==> src/rtl/perfect_range_scanner.sv <==
// Range sequencer for the perfect-number checker: walks N from lo to hi, collects hits in a FWFT FIFO.
// Optional watchdog on the checker handshake is built when SCAN_TIMEOUT_EN is defined.
module perfect_range_scanner #(
    parameter int WIDTH   = 10,
    parameter int DEPTH   = 4,
    parameter int TIMEOUT = 1023
) (
    input  logic             clk,
    input  logic             clr,
    input  logic             start,
    input  logic [WIDTH-1:0] lo,
    input  logic [WIDTH-1:0] hi,
    output logic [WIDTH-1:0] n_out,
    output logic             go,
    input  logic             chk_done,
    input  logic             chk_perfect,
    output logic             busy,
    output logic             done,
    output logic [WIDTH-1:0] count,
    output logic             overflow,
    input  logic             rd_en,
    output logic [WIDTH-1:0] rd_data,
    output logic             empty,
    output logic             err
);
    localparam logic [2:0] S_IDLE  = 3'd0;
    localparam logic [2:0] S_ISSUE = 3'd1;
    localparam logic [2:0] S_WAIT  = 3'd2;
    localparam logic [2:0] S_STEP  = 3'd3;
    localparam logic [2:0] S_FIN   = 3'd4;
    localparam int AW = $clog2(DEPTH);

    // Reject configurations the pointer arithmetic and watchdog cannot support.
    if (DEPTH < 2 || (DEPTH & (DEPTH - 1)) != 0 || TIMEOUT < 1) begin : g_bad_cfg
        $error("perfect_range_scanner: DEPTH must be a power of two >= 2 and TIMEOUT >= 1");
    end

    logic [2:0]       state_q, state_d;
    logic [WIDTH-1:0] n_q, n_d;
    logic [WIDTH-1:0] lim_q, lim_d;
    logic [WIDTH-1:0] count_q, count_d;
    logic             ovf_q, ovf_d;
    logic [AW:0]      wr_ptr_q, wr_ptr_d;
    logic [AW:0]      rd_ptr_q, rd_ptr_d;
    logic [WIDTH-1:0] fifo_mem [DEPTH];
    logic             push_en, pop_en, fifo_empty, fifo_full;

`ifdef SCAN_TIMEOUT_EN
    localparam int TW = $clog2(TIMEOUT + 1);
    logic [TW-1:0] wdog_q, wdog_d;
    logic          err_q, err_d;
`endif

    // Extra pointer MSB distinguishes full from empty when the index bits match.
    assign fifo_empty = (wr_ptr_q == rd_ptr_q);
    assign fifo_full  = (wr_ptr_q[AW] != rd_ptr_q[AW]) && (wr_ptr_q[AW-1:0] == rd_ptr_q[AW-1:0]);
    assign pop_en     = rd_en && !fifo_empty;

    always_comb begin
        state_d  = state_q;
        n_d      = n_q;
        lim_d    = lim_q;
        count_d  = count_q;
        ovf_d    = ovf_q;
        wr_ptr_d = wr_ptr_q;
        rd_ptr_d = pop_en ? rd_ptr_q + 1'b1 : rd_ptr_q;
        push_en  = 1'b0;
`ifdef SCAN_TIMEOUT_EN
        wdog_d   = wdog_q;
        err_d    = err_q;
`endif
        case (state_q)
            S_IDLE: begin
                if (start) begin
                    n_d      = lo;
                    lim_d    = hi;
                    count_d  = '0;
                    ovf_d    = 1'b0;
                    wr_ptr_d = '0;
                    rd_ptr_d = '0;
`ifdef SCAN_TIMEOUT_EN
                    err_d    = 1'b0;
`endif
                    state_d  = (lo > hi) ? S_FIN : S_ISSUE;
                end
            end
            S_ISSUE: begin
`ifdef SCAN_TIMEOUT_EN
                wdog_d  = '0;
`endif
                state_d = (n_q > WIDTH'(1)) ? S_WAIT : S_STEP;
            end
            S_WAIT: begin
                if (chk_done) begin
                    if (chk_perfect) begin
                        if (count_q != '1) begin
                            count_d = count_q + 1'b1;
                        end
                        // A same-cycle pop frees the slot this push needs.
                        if (!fifo_full || pop_en) begin
                            push_en  = 1'b1;
                            wr_ptr_d = wr_ptr_q + 1'b1;
                        end else begin
                            ovf_d = 1'b1;
                        end
                    end
                    state_d = S_STEP;
                end
`ifdef SCAN_TIMEOUT_EN
                else if (wdog_q == TW'(TIMEOUT - 1)) begin
                    err_d   = 1'b1;
                    state_d = S_FIN;
                end else begin
                    wdog_d = wdog_q + 1'b1;
                end
`endif
            end
            S_STEP: begin
                // Compare before increment so hi = all-ones never wraps.
                if (n_q == lim_q) begin
                    state_d = S_FIN;
                end else begin
                    n_d     = n_q + 1'b1;
                    state_d = S_ISSUE;
                end
            end
            S_FIN:   state_d = S_IDLE;
            default: state_d = S_IDLE;
        endcase
    end

    always_ff @(posedge clk) begin
        if (clr) begin
            state_q  <= S_IDLE;
            n_q      <= '0;
            lim_q    <= '0;
            count_q  <= '0;
            ovf_q    <= 1'b0;
            wr_ptr_q <= '0;
            rd_ptr_q <= '0;
        end else begin
            state_q  <= state_d;
            n_q      <= n_d;
            lim_q    <= lim_d;
            count_q  <= count_d;
            ovf_q    <= ovf_d;
            wr_ptr_q <= wr_ptr_d;
            rd_ptr_q <= rd_ptr_d;
        end
    end

    always_ff @(posedge clk) begin
        if (push_en) begin
            fifo_mem[wr_ptr_q[AW-1:0]] <= n_q;
        end
    end

`ifdef SCAN_TIMEOUT_EN
    always_ff @(posedge clk) begin
        if (clr) begin
            wdog_q <= '0;
            err_q  <= 1'b0;
        end else begin
            wdog_q <= wdog_d;
            err_q  <= err_d;
        end
    end
    assign err = err_q;
`else
    assign err = 1'b0;
`endif

    assign n_out    = n_q;
    assign go       = (state_q == S_ISSUE) && (n_q > WIDTH'(1));
    assign busy     = (state_q == S_ISSUE) || (state_q == S_WAIT);
    assign done     = (state_q == S_FIN);
    assign count    = count_q;
    assign overflow = ovf_q;
    assign empty    = fifo_empty;
    assign rd_data  = fifo_empty ? '0 : fifo_mem[rd_ptr_q[AW-1:0]];

endmodule

==> config.mk <==
export PLATFORM = sky130hd
export DESIGN_NAME = perfect_range_scanner
export DESIGN_NICKNAME = d
export VERILOG_FILES = /design/src/rtl/perfect_range_scanner.sv
export SDC_FILE = /design/constraint.sdc
export NUM_CORES = 1
export LEC_CHECK = 0
export CAP_MARGIN = 5
export CORE_MARGIN = 2
export CORE_UTILIZATION = 30
export CTS_CLUSTER_SIZE = 16
export DETAILED_ROUTE_END_ITERATION = 10
export PLACE_DENSITY = 0.62
export SYNTH_ARGS = -nofsm -noshare
export SYNTH_HDL_FRONTEND = slang
export SYNTH_SLANG_ARGS = --single-unit
==> constraint.sdc <==
create_clock -name clk -period 6.05 [get_ports clk]
set_input_delay 0.605 -clock clk [delete_from_list [all_inputs] [get_ports clk]]
set_output_delay 0.605 -clock clk [all_outputs]
set_load 0.01 [all_outputs]
==> results of run 1 <==
layer usage:
metal | part of all wire, % | vias up
li1 | - | 1484
met1 | 47 | 1389
met2 | 47 | 79
met3 | 4.3 | 11
met4 | 1.8 | 0
met5 | 0 | -
power by group through the flow:
stage | clock [W] | combinational (W) | sequential [W]
floorplan | 0 | 0.000294 | 0.000719
global placement | 0 | 0.000430 | 0.000753
detailed placement | 0 | 0.000437 | 0.000759
CTS | 0.000538 | 0.000440 | 0.000748
global route | 0.000559 | 0.000489 | 0.000763
finish | 0.000530 | 0.000437 | 0.000748
per-stage QoR:
step | hold slack [ns] | power [W]
6_report | 0.4703 | 0.001714
3_3_place_gp | 0.4576 | 0.001183
5_1_grt | 0.4881 | 0.001811
3_5_place_dp | 0.4622 | 0.001196
2_1_floorplan | 0.4478 | 0.001013
4_1_cts | 0.4704 | 0.001725
worst paths after layout:
check,from,to,depth (start not counted)
worst max-delay path,rd_ptr_q[0],rd_data[9],5
worst min-delay path,lim_q[2],lim_q[2],2
worst max register to register,rd_ptr_q[0],fifo_mem[2][7],4
worst min register to register,lim_q[2],lim_q[2],2
critical path: cells and delay by family (launching register included):
family                    cells  cell delay, ns
xor gates and xnor gates      1            0.28
and+or+nand+nor               2            0.22
buffers and inverters         2            0.73
DFF                           1            0.84
layout make-up:
type,count,area share [%]
tap,176,4.340
multi-input combinational,260,36.97
clock inverter,5,1.110
sequential,80,39.46
inverter,17,1.258
clock buffer,11,4.587
timing repair buffer,63,12.28
logic make-up (layout without fill, tap and decap cells):
group | count (synthesis) | after routing | share of synthesized area (%)
buffers and inverters | 36 | 96 | 3.608
adders and majority gates | 19 | 19 | 5.910
DFF | 80 | 80 | 49.77
and+or+nand+nor | 143 | 143 | 19.56
AOI/OAI and AO/OA | 60 | 60 | 9.549
xor gates and xnor gates | 26 | 26 | 5.661
other | 1 | 1 | 0.09322
muxes | 11 | 11 | 5.848
placed cells by master (no fill, tap or decap), drive strengths merged, types with 9 or more instances in the layout:
cell type,Yosys,routed
xnor2,11,11
inv,17,18
a21oi,29,29
clkdlybuf4s50,0,60
nand2,35,35
mux4,10,10
dfxtp,40,40
ha,19,19
edfxtp,40,40
nand3,9,9
nor2b,12,12
clkbuf,13,11
nor2,29,29
xor2,15,15
sequential cells by signal, indices dropped and copies added (netlist names):
name      flops
count        10
fifo_mem     40
lim_q        10
n_out        10
overflow      1
rd_ptr_q      3
state_q       3
wr_ptr_q      3
==> results_tabular.tex, run 1 <==
\begin{tabular}{lr}
\hline
Metric & Value \\
\hline
\multicolumn{2}{l}{\textbf{Synthesis}} \\
\quad Leading post-synthesis cells by instance count & 40 x sky130\_fd\_sc\_hd\_\_dfxtp\_1, 40 x sky130\_fd\_sc\_hd\_\_edfxtp\_1, 35 x sky130\_fd\_sc\_hd\_\_nand2\_1, 29 x sky130\_fd\_sc\_hd\_\_a21oi\_1, 29 x sky130\_fd\_sc\_hd\_\_nor2\_1 \\
\quad Count of cell types in the netlist & 50 \\
\quad Syn avg cell area & 10.70 µm² \\
\quad Share of synthesized registers carrying an async set or reset & 0\% \\
\quad Mapped Area & a little over 4000 µm² \\
\quad Number of enable-type register cells in the synthesized netlist & 40 \\
\quad Gate count of the mapped netlist & 376 \\
\quad Number of storage elements in the synthesis netlist & 80 \\
\quad Seq/Total Area, Yosys & 49.77\% \\
\quad Cell types with the largest area share after synthesis & sky130\_fd\_sc\_hd\_\_edfxtp\_1 30\%, sky130\_fd\_sc\_hd\_\_dfxtp\_1 20\%, sky130\_fd\_sc\_hd\_\_ha\_1 5.9\% \\
\quad Fraction of post-synthesis cell area in the top cell type by area & 29.86\% \\
\quad Warnings, synthesis & 0 \\
\quad Ys flop type & sky130\_fd\_sc\_hd\_\_edfxtp\_1 \\
\quad Synth Net Count & 421 \\
\quad Most area-hungry cell type in the Yosys netlist & sky130\_fd\_sc\_hd\_\_edfxtp\_1 \\
\multicolumn{2}{l}{\textbf{Power and ir drop}} \\
\quad Peak VDD IR & between 0.1 and 0.15 mV \\
\quad Power share of the clock group & between 30\% and 40\% \\
\quad Sequential share of power & 43.6\% \\
\quad Internal power component & approximately 0.0012 W \\
\quad Static leakage & 1.794 nW \\
\quad Switching power & approximately 0.00055 W \\
\quad Power density normalized to cell area & roughly 340 nW/µm² \\
\quad Switching share of power & 32.35\% \\
\quad Comb pwr share & between 20\% and 30\% \\
\multicolumn{2}{l}{\textbf{Timing}} \\
\quad RSZ-0062 raised after global routing & false \\
\quad Slew at the pin closest to its max-slew limit & between 1 and 1.5 ns \\
\quad Final setup fails & 0 \\
\quad Maximum clock frequency & around 0.33 GHz \\
\quad Portion of the clock cycle consumed by the worst path in the final layout & $\sim$50\% \\
\quad Number of max-slew violations in the final report & 0 \\
\quad TNS Setup & 0 ns \\
\quad Worst Slack Setup Final & roughly 3.0 ns \\
\quad Worst setup skew after layout & between 0.006 and 0.007 ns \\
\quad Final Hold Fails & 0 \\
\quad Max-slew headroom at the worst pin & between 20\% and 30\% \\
\quad Final period demand of the worst path & 3.027 ns \\
\multicolumn{2}{l}{\textbf{Layout}} \\
\quad Final design instance area without fill & just over 5000 µm² \\
\quad Diode insertion count for antenna repair & 0 \\
\quad Final nets & between 400 and 500 \\
\quad Share of cells above drive strength 1 & slightly below 7\% \\
\quad Register area & roughly 2000 µm² \\
\quad Area added between synthesis and finish & 26.13\% \\
\quad Final standard cell utilization of the core & 38.47\% \\
\quad Area used by multi-input combinational logic & between 1500 and 2000 µm² \\
\quad Cell Count, Final, Fillers Out & between 600 and 700 \\
\quad Layout fillers & 1,266 \\
\multicolumn{2}{l}{\textbf{Worst setup path}} \\
\quad Setup crit end kind & output port \\
\quad Critical path's slowest cell & sky130\_fd\_sc\_hd\_\_dfxtp\_1 \\
\quad Critical path startpoint category & flip-flop \\
\quad Slack of the worst reg-to-reg path & $\sim$3.4 ns \\
\quad Maximum fanout along the worst path & 13 \\
\quad Biggest cell delay along the critical path & 0.84 ns \\
\quad Classification of the worst setup path & flip-flop to output port \\
\quad Worst path cell trace & xor2\_1 -> nor3\_1 -> buf\_4 -> nor2b\_1 -> clkdlybuf4s50\_1 \\
\quad Data arrival time at the worst-slack endpoint & between 2 and 2.5 ns \\
\quad Required time worst endpoint & about 5.4 ns \\
\multicolumn{2}{l}{\textbf{Hold path}} \\
\quad Classification of the worst-slack hold path & flip-flop to flip-flop \\
\multicolumn{2}{l}{\textbf{Floorplan}} \\
\quad Row count & 42 \\
\quad Num ports & 62 \\
\quad Height of the die & 119.8 µm \\
\quad Area of the die & approximately 14,000 µm² \\
\quad Core box area & about 13,000 µm² \\
\quad X dimension of the die & approximately 120 µm \\
\quad Starting utilization of the core area & a little under a third \\
\multicolumn{2}{l}{\textbf{Clock network}} \\
\quad Clock buffer count from CTS & 9 \\
\quad Gates resized, CTS repair & 0 \\
\quad Post CTS Setup Buffer Count & 0 \\
\quad H-tree depth reported by CTS & 3 \\
\quad Clock tree from TritonCTS & done \\
\quad CTS clk-pin slew, worst paths & $\sim$0.060 ns \\
\quad Buffers from clock root to sink, at most & 2 \\
\quad Clock root buffer & sky130\_fd\_sc\_hd\_\_clkbuf\_16 \\
\quad Clock Latency Late Sink & $\sim$0.34 ns \\
\quad Count of clock tree sinks & 80 \\
\quad Hold bufs inserted after CTS & 0 \\
\multicolumn{2}{l}{\textbf{Outcome}} \\
\quad Outcome & complete, no violations \\
\multicolumn{2}{l}{\textbf{Flow run}} \\
\quad Reported max-cap violation count & 0 \\
\multicolumn{2}{l}{\textbf{Route}} \\
\quad Residual antenna-violating net count after detailed routing & 0 \\
\quad Number of DRC markers in iteration 0 & 178 \\
\quad Via-per-instance ratio & 4.842 \\
\quad Drc violations & 0 \\
\quad Length of the first detailed-routing pass in iterations & 4 \\
\quad Avg WL per Cell & approximately 15 µm \\
\quad Routed Wire Length & approximately 9 mm \\
\quad Via count & roughly 3,000 \\
\multicolumn{2}{l}{\textbf{Global routing}} \\
\quad Met1 track demand over resource in global routing & between 10\% and 20\% \\
\quad Global-route layer with the greatest usage & met2 \\
\quad GRT met2 Usage & a little over a fifth \\
\quad Maximum number of pins on one net before global-route repair & 32 \\
\quad Overall Global Routing Usage & a little over an eighth \\
\quad Total congestion overflow & 0 \\
\quad Wire length of the first global-routing pass & about 15 mm \\
\quad Global-route track usage on met3 & 2.994\% \\
\quad Vias in the first global route & slightly below 3,000 \\
\quad Antenna violations before repair & 0 \\
\multicolumn{2}{l}{\textbf{Place}} \\
\quad Total placed instance area & 4785 µm² \\
\quad Placed Cells & about 600 \\
\quad Gpl congestion & a little under 0.8 \\
\quad Post-Place Setup Slack & 3.327 ns \\
\quad Sum of net half-perimeters after detailed placement & about 6.6 mm \\
\quad IO buf count & 60 \\
\hline
\end{tabular}
Note: power is estimated with default switching activity, not from simulation.
==> run 2, diff against run 1 <==
==> constraint.sdc (replaced) <==
create_clock -name clk -period 2.9 [get_ports clk]
set_input_delay 0.29 -clock clk [delete_from_list [all_inputs] [get_ports clk]]
set_output_delay 0.29 -clock clk [all_outputs]
set_load 0.01 [all_outputs]
==> results_tabular.tex, run 2 (same netlist as run 1, synthesis figures left out) <==
\begin{tabular}{lr}
\hline
Metric & Value \\
\hline
\multicolumn{2}{l}{\textbf{Route}} \\
\quad Avg WL per Cell & $\sim$15 µm \\
\quad Length of the first detailed-routing pass in iterations & 4 \\
\quad Routed Wire Length & 9.200 mm \\
\quad Via count & approximately 3,100 \\
\quad Residual antenna-violating net count after detailed routing & 0 \\
\quad Number of DRC markers in iteration 0 & 196 \\
\quad Drc violations & 0 \\
\quad Via-per-instance ratio & $\sim$5 \\
\multicolumn{2}{l}{\textbf{Worst setup path}} \\
\quad Maximum fanout along the worst path & 10 \\
\quad Critical path startpoint category & flip-flop \\
\quad Critical path's slowest cell & sky130\_fd\_sc\_hd\_\_clkdlybuf4s50\_1 \\
\quad Biggest cell delay along the critical path & 0.61 ns \\
\quad Kind of cell adding the most delay to the critical path & buffers and inverters \\
\quad Setup crit end kind & output port \\
\quad Reg-to-reg critical path startpoint & state\_q[2] \\
\quad Worst path cell trace & buf\_4 -> inv\_1 -> ha\_1 -> o21ai\_0 -> nor2\_1 -> nor4b\_1 -> clkdlybuf4s50\_1 \\
\quad Required time worst endpoint & $\sim$2.6 ns \\
\quad Cell count of the worst reg-to-reg path & 3 \\
\quad Worst r2r dst & fifo\_mem[0][1] \\
\quad Classification of the worst setup path & flip-flop to output port \\
\quad Data arrival time at the worst-slack endpoint & approximately 2.3 ns \\
\quad Buffers \& Inverters on Critical Path & 3 \\
\quad Slack of the worst reg-to-reg path & approximately 0.54 ns \\
\multicolumn{2}{l}{\textbf{Clock network}} \\
\quad Clock buffer count from CTS & 9 \\
\quad Count of clock tree sinks & 80 \\
\quad Clock tree from TritonCTS & done \\
\quad Post CTS Setup Buffer Count & 0 \\
\quad Clock root buffer & sky130\_fd\_sc\_hd\_\_clkbuf\_16 \\
\quad H-tree depth reported by CTS & 3 \\
\quad Clock Latency Late Sink & 0.33 ns \\
\quad Buffers from clock root to sink, at most & 2 \\
\quad CTS clk-pin slew, worst paths & around 0.06 ns \\
\multicolumn{2}{l}{\textbf{Layout}} \\
\quad Final design instance area without fill & between 5000 and 6000 µm² \\
\quad Area used by multi-input combinational logic & $\sim$1900 µm² \\
\quad Area added between synthesis and finish & 29.70\% \\
\quad Share of cells above drive strength 1 & 10.47\% \\
\quad Number of flip-flops in the largest register & 40 \\
\quad Final nets & just under 500 \\
\quad Register area & about 2000 µm² \\
\quad Most common library cell in the layout ignoring fill and taps & sky130\_fd\_sc\_hd\_\_clkdlybuf4s50\_1 \\
\quad Final standard cell utilization of the core & around two fifths \\
\quad Diode insertion count for antenna repair & 0 \\
\quad Layout fillers & around 1,300 \\
\quad Highest-count cells in the layout ignoring fill and taps & 60 x sky130\_fd\_sc\_hd\_\_clkdlybuf4s50\_1, 40 x sky130\_fd\_sc\_hd\_\_edfxtp\_1, 39 x sky130\_fd\_sc\_hd\_\_dfxtp\_1 \\
\multicolumn{2}{l}{\textbf{Floorplan}} \\
\quad Height of the die & $\sim$120 µm \\
\quad Area of the die & 14,350 µm² \\
\quad Core box area & 13,190 µm² \\
\quad X dimension of the die & $\sim$120 µm \\
\quad Num ports & 62 \\
\quad Row count & between 40 and 50 \\
\quad Starting utilization of the core area & 30.50\% \\
\multicolumn{2}{l}{\textbf{Global routing}} \\
\quad Total congestion overflow & 0 \\
\quad Overall Global Routing Usage & a little over an eighth \\
\quad Vias in the first global route & 2,907 \\
\quad Wire length of the first global-routing pass & between 10 and 15 mm \\
\quad Maximum number of pins on one net before global-route repair & 32 \\
\quad Antenna violations before repair & 0 \\
\multicolumn{2}{l}{\textbf{Power and ir drop}} \\
\quad Switching share of power & a little under a third \\
\quad Sequential share of power & between 30\% and 40\% \\
\quad Peak VDD IR & 0.3477 mV \\
\quad Power share of the clock group & between 30 and 40\% \\
\quad Internal power component & 0.002583 W \\
\quad Power density normalized to cell area & slightly above 700 nW/µm² \\
\quad Switching power & between 0.001 and 0.0015 W \\
\quad Overall power & between 0.003 and 0.004 W \\
\quad Static leakage & between 1.5 and 2 nW \\
\quad Comb pwr share & between 20\% and 30\% \\
\multicolumn{2}{l}{\textbf{Place}} \\
\quad Gpl congestion & approximately 0.81 \\
\quad Total placed instance area & 4882 µm² \\
\quad Post-Place Setup Slack & roughly 0.54 ns \\
\quad IO buf count & 60 \\
\quad Sum of net half-perimeters after detailed placement & 6.760 mm \\
\multicolumn{2}{l}{\textbf{Flow run}} \\
\quad Reported max-cap violation count & 0 \\
\multicolumn{2}{l}{\textbf{Outcome}} \\
\quad Outcome & complete, no violations \\
\multicolumn{2}{l}{\textbf{Timing}} \\
\quad Slew at the pin closest to its max-slew limit & roughly 0.6 ns \\
\quad TNS Setup & 0 ns \\
\quad Portion of the clock cycle consumed by the worst path in the final layout & between 80\% and 90\% \\
\quad Final setup fails & 0 \\
\quad Worst setup skew after layout & about 0.009 ns \\
\quad Final period demand of the worst path & between 2 and 3 ns \\
\quad Max-slew headroom at the worst pin & roughly three fifths \\
\quad RSZ-0062 raised after global routing & false \\
\quad Worst Slack Setup Final & 0.3412 ns \\
\quad Maximum clock frequency & 0.3908 GHz \\
\quad Number of max-slew violations in the final report & 0 \\
\quad Final Hold Fails & 0 \\
\multicolumn{2}{l}{\textbf{Hold path}} \\
\quad Origin of the worst min-delay path & lim\_q[3] \\
\quad Worst Hold Depth & 2 \\
\quad Classification of the worst-slack hold path & flip-flop to flip-flop \\
\quad Hold EP & lim\_q[3] \\
\hline
\end{tabular}
run 2: cell types whose count changed in the layout (fill, tap and decap cells not counted), sizes merged:
cell,before,now
buf,3,16
bufinv,1,2
clkbuf,11,9
clkinv,3,1
inv,18,21
run 2: cell type report:
cell class	instances	area share, %
flip-flops and latches	80	38.39
multi-input cells	260	35.95
repair buffers	76	13.81
clock buffers	9	4.317
well taps	176	4.221
clock inverters	7	2.086
inverters	17	1.223
run 2: layer usage:
metal	wire [µm]	track usage [%]	share of wire, %	vias to the layer above
li1	-	-	-	1508
met1	4192	17.06	46	1494
met2	4464	21.79	49	89
met3	400	1.854	4.3	10
met4	144	6.324	1.6	0
met5	0	0	0	-
run 2: power groups by stage:
stage / Sequential (W) / Combinational [W] / Clock, W
after detailed placement: 0.00146 / 0.00111 / 0
final: 0.00143 / 0.00111 / 0.00125
after global placement: 0.00145 / 0.00110 / 0
after floorplan: 0.00150 / 0.000613 / 0
after global routing: 0.00145 / 0.00121 / 0.00133
after CTS: 0.00143 / 0.00111 / 0.00128
run 2: worst max-delay path by stage:
stage,startpoint,depth (start not counted),end,slack [ns]
CTS,n_out[0],6,go,0.18
detailed placement,state_q[2],3,fifo_mem[1][6],0.54
global placement,n_out[0],6,go,0.56
finish,n_out[1],7,go,0.34
global route,n_out[0],6,go,0.12
floorplan,state_q[1],2,fifo_mem[3][0],0.88
run 2: timing repair:
item,CTS,global route
endpoints found under the hold margin,0,0
resized for setup,0,1
endpoints found under the setup margin,0,1
hold buffers,0,0
run 2: worst min-delay path: stages (launching register included):
cell and delay, ns:
sky130_fd_sc_hd__dfxtp_1 0.32, sky130_fd_sc_hd__nand2_1 0.05, sky130_fd_sc_hd__a21oi_1 0.05
run 2: through the flow:
| stage | hold WS (ns) | cells |
|---|---|---|
| 2_1_floorplan | 0.4260 | 376 |
| 3_3_place_gp | 0.4595 | 609 |
| 3_5_place_dp | 0.4620 | 609 |
| 4_1_cts | 0.4714 | 625 |
| 5_1_grt | 0.4916 | 625 |
| 6_report | 0.4702 | 625 |
==> run 3, diff against run 2 <==
--- a/config.mk
+++ b/config.mk
@@ -6,7 +6,7 @@
 export NUM_CORES = 1
 export LEC_CHECK = 0
 export CAP_MARGIN = 5
-export CORE_MARGIN = 2
+export CORE_MARGIN = 4
 export CORE_UTILIZATION = 30
 export CTS_CLUSTER_SIZE = 16
 export DETAILED_ROUTE_END_ITERATION = 10
==> results_tabular.tex, run 3 (same netlist as run 1, synthesis figures left out) <==
\begin{tabular}{lr}
\hline
Metric & Value \\
\hline
\multicolumn{2}{l}{\textbf{Outcome}} \\
\quad Outcome & complete, no violations \\
\multicolumn{2}{l}{\textbf{Route}} \\
\quad Via count & just over 3,000 \\
\quad Routed Wire Length & 9.475 mm \\
\quad Avg WL per Cell & between 15 and 20 µm \\
\quad Via-per-instance ratio & approximately 5.0 \\
\quad Length of the first detailed-routing pass in iterations & 4 \\
\quad Drc violations & 0 \\
\quad Number of DRC markers in iteration 0 & 187 \\
\quad Residual antenna-violating net count after detailed routing & 0 \\
\multicolumn{2}{l}{\textbf{Timing}} \\
\quad Max-slew headroom at the worst pin & 60.92\% \\
\quad Final setup fails & 0 \\
\quad RSZ-0062 raised after global routing & false \\
\quad Final Hold Fails & 0 \\
\quad Maximum clock frequency & 0.3772 GHz \\
\quad TNS Setup & 0 ns \\
\quad Final period demand of the worst path & 2.651 ns \\
\quad Slew at the pin closest to its max-slew limit & between 0.5 and 0.6 ns \\
\quad Worst setup skew after layout & roughly 0.0057 ns \\
\quad Number of max-slew violations in the final report & 0 \\
\quad Portion of the clock cycle consumed by the worst path in the final layout & between 90\% and 100\% \\
\multicolumn{2}{l}{\textbf{Layout}} \\
\quad Final nets & 490 \\
\quad Final design instance area without fill & about 5200 µm² \\
\quad Number of flip-flops in the largest register & 40 \\
\quad Share of cells above drive strength 1 & a little over a tenth \\
\quad Diode insertion count for antenna repair & 0 \\
\quad Most common library cell in the layout ignoring fill and taps & sky130\_fd\_sc\_hd\_\_clkdlybuf4s50\_1 \\
\quad Area added between synthesis and finish & 29.86\% \\
\quad Highest-count cells in the layout ignoring fill and taps & 60 x sky130\_fd\_sc\_hd\_\_clkdlybuf4s50\_1, 40 x sky130\_fd\_sc\_hd\_\_dfxtp\_1, 40 x sky130\_fd\_sc\_hd\_\_edfxtp\_1 \\
\multicolumn{2}{l}{\textbf{Place}} \\
\quad Gpl congestion & 0.8479 \\
\quad Sum of net half-perimeters after detailed placement & just over 7 mm \\
\quad Total placed instance area & around 5000 µm² \\
\quad IO buf count & 60 \\
\multicolumn{2}{l}{\textbf{Power and ir drop}} \\
\quad Switching share of power & 32.05\% \\
\quad Static leakage & about 1.9 nW \\
\quad Overall power & between 0.003 and 0.004 W \\
\quad Power share of the clock group & between 30\% and 40\% \\
\quad Sequential share of power & between 30\% and 40\% \\
\quad Internal power component & around 0.0026 W \\
\quad Peak VDD IR & $\sim$0.31 mV \\
\quad Comb pwr share & approximately 30\% \\
\quad Power density normalized to cell area & 728.9 nW/µm² \\
\quad Switching power & approximately 0.0012 W \\
\multicolumn{2}{l}{\textbf{Clock network}} \\
\quad Buffers from clock root to sink, at most & 2 \\
\quad Clock Latency Late Sink & approximately 0.33 ns \\
\quad H-tree depth reported by CTS & 3 \\
\quad Gates resized, CTS repair & 0 \\
\quad Hold bufs inserted after CTS & 0 \\
\quad Clock root buffer & sky130\_fd\_sc\_hd\_\_clkbuf\_16 \\
\quad Clock buffer count from CTS & 9 \\
\quad Post CTS Setup Buffer Count & 0 \\
\quad Clock tree from TritonCTS & done \\
\quad Count of clock tree sinks & 80 \\
\quad CTS clk-pin slew, worst paths & approximately 0.07 ns \\
\multicolumn{2}{l}{\textbf{Worst setup path}} \\
\quad Data arrival time at the worst-slack endpoint & approximately 2.4 ns \\
\quad Maximum fanout along the worst path & 12 \\
\quad Setup crit end kind & output port \\
\quad Biggest cell delay along the critical path & $\sim$0.60 ns \\
\quad Worst path cell trace & inv\_1 -> ha\_1 -> o21ai\_0 -> nor2\_1 -> nor4b\_1 -> clkdlybuf4s50\_1 \\
\quad Critical path startpoint category & flip-flop \\
\quad Required time worst endpoint & 2.61 ns \\
\quad Buffers \& Inverters on Critical Path & 2 \\
\quad Classification of the worst setup path & flip-flop to output port \\
\quad Critical path's slowest cell & sky130\_fd\_sc\_hd\_\_clkdlybuf4s50\_1 \\
\quad Kind of cell adding the most delay to the critical path & buffers and inverters \\
\multicolumn{2}{l}{\textbf{Global routing}} \\
\quad Total congestion overflow & 0 \\
\quad Vias in the first global route & $\sim$3,100 \\
\quad Maximum number of pins on one net before global-route repair & 32 \\
\quad Overall Global Routing Usage & approximately an eighth \\
\quad Antenna violations before repair & 0 \\
\quad Wire length of the first global-routing pass & roughly 15 mm \\
\multicolumn{2}{l}{\textbf{Hold path}} \\
\quad Classification of the worst-slack hold path & flip-flop to flip-flop \\
\multicolumn{2}{l}{\textbf{Floorplan}} \\
\quad Height of the die & about 120 µm \\
\quad Num ports & 62 \\
\quad X dimension of the die & 123.8 µm \\
\quad Area of the die & between 15,000 and 20,000 µm² \\
\quad Row count & 42 \\
\quad Starting utilization of the core area & between 30\% and 40\% \\
\quad Core box area & about 13,000 µm² \\
\multicolumn{2}{l}{\textbf{Flow run}} \\
\quad Reported max-cap violation count & 0 \\
\hline
\end{tabular}
[run 3: cell types whose count changed in the layout (fill, tap and decap cells not counted)]
| cell | delta |
|---|---|
| sky130_fd_sc_hd__buf_4 | +1 |
| sky130_fd_sc_hd__dfxtp_1 | +1 |
| sky130_fd_sc_hd__dfxtp_2 | -1 |
[run 3: final timing paths]
check	depth (start not counted)	endpoint	slack [ns]	from
min	2	lim_q[8]	0.47	lim_q[8]
max reg2reg	3	fifo_mem[0][8]	0.52	state_q[2]
min reg2reg	2	lim_q[8]	0.47	lim_q[8]
max	6	go	0.25	n_out[0]
[run 3: tightest hold or removal path, delay by kind of cell (launching register included)]
kind,cells,cell delay [ns]
flops,1,0.32
compound gates,1,0.05
simple gates,1,0.05
[run 3: final cells by class]
type | count | area (µm²)
Clock inverter | 7 | 108.9
Timing Repair Buffer | 77 | 728.2
Clock buffer | 9 | 225.2
Sequential cell | 80 | 2002
Fill cell | 1245 | 7966
Inverter | 17 | 63.81
Multi-Input combinational cell | 260 | 1876
Tap cell | 176 | 220.2
[run 3: routing by layer]
metal / track usage (%) / part of all wire, % / up-vias
li1: - / - / 1513
met1: 16.28 / 46 / 1494
met2: 20.85 / 47 / 94
met3: 3.724 / 5.3 / 12
met4: 4.291 / 1.8 / 0
met5: 0 / 0 / -
[run 3: through the flow]
| stage | std cells | hold slack, ns | worst slack (ns) | utilization, % |
|---|---|---|---|---|
| after floorplan | 376 | 0.4260 | 0.8800 | - |
| after CTS | 626 | 0.4694 | 0.1856 | 39.60 |
| final | 626 | 0.4691 | 0.2488 | 39.60 |
| after detailed placement | 610 | 0.4607 | 0.4911 | 37.07 |
| after global routing | 626 | 0.4876 | 0.01730 | 39.60 |
| after global placement | 610 | 0.4587 | 0.5655 | 37.07 |
[run 3: power groups by stage]
stage / clock network (W) / logic (W) / registers, W
CTS: 0.00128 / 0.00114 / 0.00143
global placement: 0 / 0.00112 / 0.00144
floorplan: 0 / 0.000613 / 0.00150
global route: 0.00134 / 0.00124 / 0.00144
detailed placement: 0 / 0.00113 / 0.00145
finish: 0.00126 / 0.00113 / 0.00143
